`src/rtl/arith_pkg.sv`:
```
// Shared constants for the serial arithmetic cells: FSM encodings and default width.
package arith_pkg;

    localparam int DEFAULT_WIDTH = 32;

    localparam logic [1:0] IDLE = 2'd0;
    localparam logic [1:0] RUN  = 2'd1;
    localparam logic [1:0] DONE = 2'd2;

endpackage

```
`src/rtl/bit_serial_subtractor_if.sv`:
```
// Request/result bundle for the bit-serial subtractor.
interface bit_serial_subtractor_if #(
    parameter int WIDTH = 32
);
    logic             start;
    logic [WIDTH-1:0] a;
    logic [WIDTH-1:0] b;
    logic             busy;
    logic             done;
    logic [WIDTH-1:0] diff;
    logic             borrow_out;
    logic             overflow;

    modport master (
        output start, a, b,
        input  busy, done, diff, borrow_out, overflow
    );

    modport slave (
        input  start, a, b,
        output busy, done, diff, borrow_out, overflow
    );
endinterface

```
`src/rtl/full_subtractor.sv`:
```
// One-bit full subtractor cell: d = x - y - bin, with borrow out.
module full_subtractor (
    input  logic x,
    input  logic y,
    input  logic bin,
    output logic d,
    output logic bout
);
    logic p;

    assign p    = x ^ y;
    assign d    = p ^ bin;
    assign bout = (~x & y) | (~p & bin);
endmodule

```
`src/rtl/bit_serial_subtractor.sv`:
```
// Bit-serial a - b, LSB first, one full-subtractor cell and a registered borrow.
module bit_serial_subtractor
    import arith_pkg::*;
#(
    parameter  int WIDTH = DEFAULT_WIDTH,
    localparam int CNT_W = $clog2(WIDTH) + 1
) (
    input logic                  clk,
    input logic                  rst_n,
    bit_serial_subtractor_if.slave bus
);
    logic [1:0]       state;
    logic [CNT_W-1:0] cnt;
    logic [WIDTH-1:0] a_sh;
    logic [WIDTH-1:0] b_sh;
    logic [WIDTH-1:0] diff_sh;
    logic             borrow;
    logic             a_sign;
    logic             b_sign;
    logic             d;
    logic             bout;

    full_subtractor u_cell (
        .x    (a_sh[0]),
        .y    (b_sh[0]),
        .bin  (borrow),
        .d    (d),
        .bout (bout)
    );

    // DONE spends one cycle publishing the shift-register result, so done
    // lands WIDTH+1 edges after acceptance and busy lags RUN by one edge.
    always_ff @(posedge clk or negedge rst_n) begin
        if (!rst_n) begin
            state          <= IDLE;
            cnt            <= '0;
            a_sh           <= '0;
            b_sh           <= '0;
            diff_sh        <= '0;
            borrow         <= 1'b0;
            a_sign         <= 1'b0;
            b_sign         <= 1'b0;
            bus.busy       <= 1'b0;
            bus.done       <= 1'b0;
            bus.diff       <= '0;
            bus.borrow_out <= 1'b0;
            bus.overflow   <= 1'b0;
        end else begin
            bus.busy <= (state == RUN);
            bus.done <= (state == DONE);
            case (state)
                IDLE: begin
                    if (bus.start) begin
                        a_sh   <= bus.a;
                        b_sh   <= bus.b;
                        borrow <= 1'b0;
                        cnt    <= '0;
                        a_sign <= bus.a[WIDTH-1];
                        b_sign <= bus.b[WIDTH-1];
                        state  <= RUN;
                    end
                end
                RUN: begin
                    a_sh    <= a_sh >> 1;
                    b_sh    <= b_sh >> 1;
                    diff_sh <= {d, diff_sh[WIDTH-1:1]};
                    borrow  <= bout;
                    cnt     <= cnt + CNT_W'(1);
                    if (cnt == CNT_W'(WIDTH - 1))
                        state <= DONE;
                end
                DONE: begin
                    bus.diff       <= diff_sh;
                    bus.borrow_out <= borrow;
                    bus.overflow   <= (a_sign != b_sign) && (diff_sh[WIDTH-1] != a_sign);
                    state          <= IDLE;
                end
                default: state <= IDLE;
            endcase
        end
    end
endmodule

```
`src/flat_wrapper.sv`:
```
// flat-port wrapper written by rule: the top's interface ports become plain ports
module bit_serial_subtractor_flat import arith_pkg::*;
#(
    parameter  int WIDTH = DEFAULT_WIDTH,
    localparam int CNT_W = $clog2(WIDTH) + 1
)
  (clk, rst_n, bus_start, bus_a, bus_b, bus_busy, bus_done, bus_diff, bus_borrow_out, bus_overflow);
  bit_serial_subtractor_if #(.WIDTH(WIDTH)) bus_i ();
  input logic clk;
  input logic rst_n;
  input wire logic [$bits(bus_i.start)-1:0] bus_start;
  input wire logic [$bits(bus_i.a)-1:0] bus_a;
  input wire logic [$bits(bus_i.b)-1:0] bus_b;
  output wire logic [$bits(bus_i.busy)-1:0] bus_busy;
  output wire logic [$bits(bus_i.done)-1:0] bus_done;
  output wire logic [$bits(bus_i.diff)-1:0] bus_diff;
  output wire logic [$bits(bus_i.borrow_out)-1:0] bus_borrow_out;
  output wire logic [$bits(bus_i.overflow)-1:0] bus_overflow;
  assign bus_i.start = bus_start;
  assign bus_i.a = bus_a;
  assign bus_i.b = bus_b;
  assign bus_busy = bus_i.busy;
  assign bus_done = bus_i.done;
  assign bus_diff = bus_i.diff;
  assign bus_borrow_out = bus_i.borrow_out;
  assign bus_overflow = bus_i.overflow;
  bit_serial_subtractor #(.WIDTH(WIDTH)) u_core (.clk(clk), .rst_n(rst_n), .bus(bus_i));
endmodule
```
`config.mk`:
```
export PLATFORM = sky130hd
export DESIGN_NAME = bit_serial_subtractor_flat
export DESIGN_NICKNAME = d
export VERILOG_FILES = /design/src/rtl/arith_pkg.sv /design/src/rtl/bit_serial_subtractor_if.sv /design/src/rtl/full_subtractor.sv /design/src/rtl/bit_serial_subtractor.sv /design/src/flat_wrapper.sv
export SDC_FILE = /design/constraint.sdc
export NUM_CORES = 1
export LEC_CHECK = 0
export CORE_ASPECT_RATIO = 0.8
export CORE_MARGIN = 4
export CORE_UTILIZATION = 31
export CTS_BUF_LIST = sky130_fd_sc_hd__clkbuf_8
export DETAILED_ROUTE_END_ITERATION = 8
export MAX_ROUTING_LAYER = met4
export PLACE_DENSITY = 0.6
export SYNTH_ARGS = -nofsm -noshare
export SYNTH_HDL_FRONTEND = slang
export SYNTH_SLANG_ARGS = --single-unit
```
`constraint.sdc`:
```
create_clock -name clk -period 1.7 [get_ports clk]
set_clock_uncertainty 0.1 [all_clocks]
set_input_delay 0.34 -clock clk [delete_from_list [all_inputs] [get_ports clk]]
set_output_delay 0.34 -clock clk [all_outputs]
set_load 0.02 [all_outputs]
```
==> results of run 1 <==
report_power, final:
group	leakage (nW)	switching, mW	internal, mW
clock	0.199	1.51	1.24
sequential	1.76	0.527	4.18
combinational	1.34	0.876	0.846
total	3.30	2.92	6.26
per-layer routing:
| metal | part of all wire | vias to the layer above | global-route usage | routed length, um |
|---|---|---|---|---|
| li1 | - | 2088 | - | - |
| met1 | 0.49 | 2152 | 0.189 | 6700 |
| met2 | 0.44 | 120 | 0.192 | 6020 |
| met3 | 0.053 | 12 | 0.0420 | 723 |
| met4 | 0.013 | 0 | 0.0442 | 172 |
| met5 | 0 | - | - | 0 |
cells by family (layout without fill, tap and decap cells):
family,after synthesis,count (layout),share of synthesized area
AND/OR/NAND/NOR,181,181,0.127
multiplexers,37,37,0.0707
buffers and inverters,43,156,0.0412
flip-flops,143,143,0.607
adder cells (fa/ha/maj),2,2,0.00552
AO/OA/AOI/OAI,140,140,0.148
layout make-up:
type	count	area share
flip-flops and latches	143	0.470
multi-input cells	360	0.275
repair buffers	121	0.159
well taps	253	0.0415
clock buffers	17	0.0307
clock inverters	15	0.0217
inverters	3	0.00148
stage by stage:
step	power, mW	utilization	worst slack (ns)	setup TNS (ns)	hold slack, ns
4_1_cts	9.33	0.414	0.00253	0	0.251
6_report	9.18	0.414	0.0762	0	0.265
2_1_floorplan	5.75	-	0.260	0	-0.0556
3_5_place_dp	6.63	0.394	-0.0655	-0.587	0.198
3_3_place_gp	6.51	0.394	-0.0556	-0.179	0.183
5_1_grt	9.77	0.414	0.00823	0	0.268
worst min path at each step:
stage	from	to	slack [ns]	depth (start not counted)
floorplan	rst_n	u_core.a_sh[0]	-0.06	0
global placement	rst_n	u_core.bus.done	0.18	1
detailed placement	rst_n	u_core.bus.diff[25]	0.20	1
CTS	rst_n	u_core.bus.done	0.25	2
global route	rst_n	u_core.bus.done	0.27	2
finish	rst_n	u_core.bus.done	0.27	2
synthesized netlist by cell type, types with 3 or more instances:
master	count	share of area
nand2_1	159	0.10
dfrtp_1	143	0.61
o21ai_1	67	0.057
a22oi_1	62	0.079
mux2_1	33	0.063
buf_4	15	0.019
buf_2	14	0.012
clkbuf_1	7	0.0045
a21oi_1	4	0.0034
and2b_2	4	0.0059
a22o_1	3	0.0045
buf_1	3	0.0019
mux2i_1	3	0.0051
nand3_1	3	0.0025
timing repair:
| action | 4_1_cts | 5_1_grt |
|---|---|---|
| gates resized for setup | 36 | 3 |
| setup buffers | 0 | 0 |
| setup endpoints to repair | 36 | 3 |
| endpoints found under the hold margin | 38 | 0 |
| hold buffers | 1 | 0 |
| cloned | 0 | 0 |
registers in the layout, indices dropped and copies added (netlist names), 2 cells and up:
signal and flops:
u_core.a_sh 32, u_core.b_sh 32, u_core.bus.diff 32, u_core.diff_sh 32
u_core.cnt 6, u_core.state 2
cells in the final DEF, fill, tap and decap left out, types with 3 or more instances in the layout:
cell               n
nand2_1          159
dfrtp_1          141
o21ai_1           67
clkdlybuf4s50_1   65
a22oi_1           62
mux2_1            33
dlygate4sd2_1     33
clkbuf_8          17
buf_4             11
buf_12             7
inv_8              6
and2b_2            4
a21oi_1            4
inv_6              4
nand3_1            3
mux2i_1            3
a22o_1             3
clkdlybuf4s15_1    3
==> reports/metrics.cfg, run 1 <==
[critical_path]
critPathSlowestCell=dfrtp_1
crit_type=reg -> out
cp_top_family=flip-flops
critPathCapture=bus_diff[31]
crit-reg2reg-launch=u_core.state[1]
max_stage_delay_ns=0.41
path_cells=dlygate4sd2_1
worstPathBufferInverterCount=1
worstPathArrival_ns=1.18
worstSetupStartpointType=flip-flop
cp_num_cells=1
rrSetupSlack_ns=0.15
cp-end-kind=primary output
required_ns=1.26
critPathLaunch=u_core.bus.diff[31]
timing.rr.end=u_core.diff_sh[3]
crit_path_max_fanout=2
r2r_cells=5

[placement]
place_area_sq_mm=0.00725
portBuffers=102
hpwl_mm=8.93
gp_congestion=0.798
dp_cells=879

[route]
route.detailed.drc=0
vias=4372
drt_iter0_drc=255
viasPerCell=4.79
drt-total-wl_mm=13.6
wire_per_inst_um=14.9
firstDrtPassIters=5
ant_nets=0

[floorplanning]
core_sq_mm=0.0184
die_x_um=162
initial_core_util=0.321
die_y_um=131
rows=44
io_pins=103
die_area_sq_mm=0.0213

[yosys]
async_flop_share=1.00
yosys_register_bits=143
ys.flop_type=dfrtp_1
yosysWarnings=0
synth_edf_count=0
synth_cells=546
synthesis.nets=615
synth_cell_types=36
netlist_area_sq_mm=0.00590
ys_seq_area_frac=0.607
avgSynthCellArea_sq_um=10.8

[pwr]
power-per-cell-area_mw_per_mm2=1200
ir_worst_vdd_v=0.000467
power_leakage_nw=3.30

[layout]
multi_input_area_sq_mm=0.00210
nNetsFinal=715
fin_area_sq_mm=0.00762
finalNonFillerCells=912
fill_cells=1812
drive_above_1_share=0.0971
antennaDiodeCount=0
regArea_sq_mm=0.00358
syn2layout_area_growth_pct=29.2

[sta]
min_period_over_period=0.955
rsz0062_at_grt=false
fmax_mhz=616
setup_violations=0
fin_crit_ns=1.62
slew_headroom=0.637
worst-slew-pin-transition_ns=0.544
hold_viol=0
drv_slew=0

[global_route]
grt_pass1_vias=4363
track_usage=0.136
grt.overflow.total=0
antenna_found_initial=0
grt_pass1_wl_mm=22.8
grt_max_degree=51

[cts]
cts_buffers=17
clock_sinks=143
cts_max_level=4
cts_root_buf=clkbuf_8
cts.clk_slew.worst_paths_ns=0.09
cts_tree=done
cts_max_path_buffers=2
clk_latency_ns=0.45

[job]
cap_violations=0

[min_path]
hold_class=in -> async

[run_status]
status=finished, final reports clean

(Power assumes the default switching activity.)
==> run 2, diff against run 1 <==
--- a/config.mk
+++ b/config.mk
@@ -8,10 +8,11 @@
 export CORE_ASPECT_RATIO = 0.8
 export CORE_MARGIN = 4
 export CORE_UTILIZATION = 31
-export CTS_BUF_LIST = sky130_fd_sc_hd__clkbuf_8
+export CTS_BUF_LIST = sky130_fd_sc_hd__clkbuf_2
 export DETAILED_ROUTE_END_ITERATION = 8
 export MAX_ROUTING_LAYER = met4
 export PLACE_DENSITY = 0.6
+export SLEW_MARGIN = 20
 export SYNTH_ARGS = -nofsm -noshare
 export SYNTH_HDL_FRONTEND = slang
 export SYNTH_SLANG_ARGS = --single-unit
==> constraint.sdc (replaced) <==
create_clock -name clk -period 1.7 [get_ports clk]
set_clock_uncertainty 0.1 [all_clocks]
set_input_delay 0.425 -clock clk [delete_from_list [all_inputs] [get_ports clk]]
set_output_delay 0.425 -clock clk [all_outputs]
set_load 0.02 [all_outputs]
==> reports/metrics.cfg, run 2 (same netlist as run 1, synthesis figures left out) <==
[run_status]
status=finished, violations left
violations=setup timing

[floorplanning]
die_y_um=131  ; unchanged
initial_core_util=0.321  ; unchanged
rows=44  ; unchanged
io_pins=103  ; unchanged
core_sq_mm=0.0184  ; unchanged
die_area_sq_mm=0.0213  ; unchanged
die_x_um=162  ; unchanged

[layout]
final_cell_mix=nand2_1 (159), dfrtp_1 (141), o21ai_1 (67), clkdlybuf4s50_1 (65), a22oi_1 (62)
multi_input_area_sq_mm=0.00210  ; +0.12%
final_common_cell=nand2_1
drive_above_1_share=0.159  ; +0.0620
fill_cells=1793  ; -1.0%
syn2layout_area_growth_pct=28.9
nNetsFinal=722  ; +0.98%
fin_area_sq_mm=0.00760  ; -0.26%
finalNonFillerCells=921  ; +0.99%
regArea_sq_mm=0.00358  ; unchanged

[pwr]
power-per-cell-area_mw_per_mm2=1120  ; -7.2%
ir_worst_vdd_v=0.000395  ; -15%
power_leakage_nw=3.30  ; +0.27%

[critical_path]
required_ns=1.17  ; -0.09 ns
max_stage_delay_ns=0.45  ; +0.04 ns
path_cells=buf_6
cp-end-kind=primary output
critPathSlowestCell=dfrtp_1
worstPathArrival_ns=1.29  ; +0.11 ns
cp_top_family=flip-flops
crit_type=reg -> out
worstSetupStartpointType=flip-flop
worstPathBufferInverterCount=1  ; unchanged
crit_path_max_fanout=2  ; unchanged

[sta]
slew_headroom=0.470  ; -0.167
drv_slew=0  ; unchanged
rsz0062_at_grt=true
min_period_over_period=1.07  ; +0.111
fmax_mhz=552  ; -10%
worst-slew-pin-transition_ns=0.792  ; +0.248 ns
setup_violations=36  ; +36
hold_viol=0  ; unchanged
fin_crit_ns=1.81  ; +0.188 ns
worst_slack_ns=-0.112  ; -0.188 ns

[placement]
place_area_sq_mm=0.00725  ; unchanged
gp_congestion=0.760  ; -4.8%
portBuffers=102  ; unchanged
hpwl_mm=9.05  ; +1.3%
dp_cells=879  ; unchanged

[route]
viasPerCell=4.79  ; -0.16%
ant_nets=0  ; unchanged
drt_iter0_drc=244  ; -4.3%
wire_per_inst_um=14.9  ; -0.29%
firstDrtPassIters=5  ; unchanged
drt-total-wl_mm=13.7  ; +0.70%
route.detailed.drc=0  ; unchanged
vias=4408  ; +0.82%

[min_path]
hold_class=in -> async

[cts]
cts_max_path_buffers=2  ; unchanged
clock_sinks=143  ; unchanged
clk_latency_ns=0.69  ; +0.24 ns
cts.clk_slew.worst_paths_ns=0.23  ; +0.14 ns
cts_tree=done
cts_root_buf=clkbuf_2
cts_buffers=17  ; unchanged
cts_max_level=4  ; unchanged

[global_route]
antenna_found_initial=2  ; +2
grt_pass1_wl_mm=23.3  ; +2.2%
grt.overflow.total=0  ; unchanged
track_usage=0.139  ; +0.00217
grt_pass1_vias=4540  ; +4.1%
grt_max_degree=59  ; +16%

[job]
cap_violations=0  ; unchanged

-- run 2: what timing repair did --
action,4_1_cts,5_1_grt
hold buffers,2,0
endpoints found under the hold margin,143,0
gates resized for setup,216,4
endpoints found under the setup margin,36,57
buffers inserted,5,1
-- run 2: routing by layer --
metal	routed length, um	GRT usage	share of wire	vias to the layer above
met5	0	-	0	-
met4	76	0.0371	0.0055	0
met3	743	0.0441	0.054	8
met2	6270	0.198	0.46	120
met1	6620	0.191	0.48	2178
li1	-	-	-	2102
-- run 2: area by class of cell --
type / instances / area share
clock buffers: 17 / 0.0112
inverters: 3 / 0.00181
flip-flops and latches: 143 / 0.471
clock inverters: 15 / 0.0178
multi-input cells: 360 / 0.276
repair buffers: 128 / 0.179
diodes: 2 / 0.000659
well taps: 253 / 0.0417
-- run 2: path summary, 6_finish.rpt --
kind | from | endpoint | slack [ns] | cells past startpoint
worst max-delay path | u_core.bus.diff[6] | bus_diff[6] | -0.11 | 1
worst min-delay path | rst_n | u_core.diff_sh[27] | 0.16 | 3
worst max register to register | u_core.state[1] | u_core.a_sh[10] | 0.14 | 3
worst min register to register | u_core.diff_sh[0] | u_core.diff_sh[0] | 0.40 | 2
max in group asynchronous | rst_n | u_core.bus.done | 0.15 | 3
min in group clk | bus_a[31] | u_core.a_sign | 0.22 | 3
-- run 2: per-stage QoR --
step | TNS [ns] | setup slack, ns | total power, mW | utilization | hold slack (ns)
after global routing | -8.82 | -0.279 | 9.12 | 0.413 | 0.0353
after global placement | -3.83 | -0.137 | 6.51 | 0.394 | 0.187
final | -3.17 | -0.112 | 8.49 | 0.413 | 0.156
after floorplan | 0 | 0.260 | 5.75 | - | 0.0294
after detailed placement | -5.83 | -0.160 | 6.64 | 0.394 | 0.190
after CTS | -7.07 | -0.226 | 8.62 | 0.412 | 0.0498
-- run 2: report_power, final --
part           total, mW  leakage [nW]  internal [mW]  switching (mW)
logic               1.90          1.42           1.01           0.891
clock network       1.85         0.126          0.543            1.31
registers           4.74          1.76           4.17           0.565
total               8.49          3.30           5.73            2.77
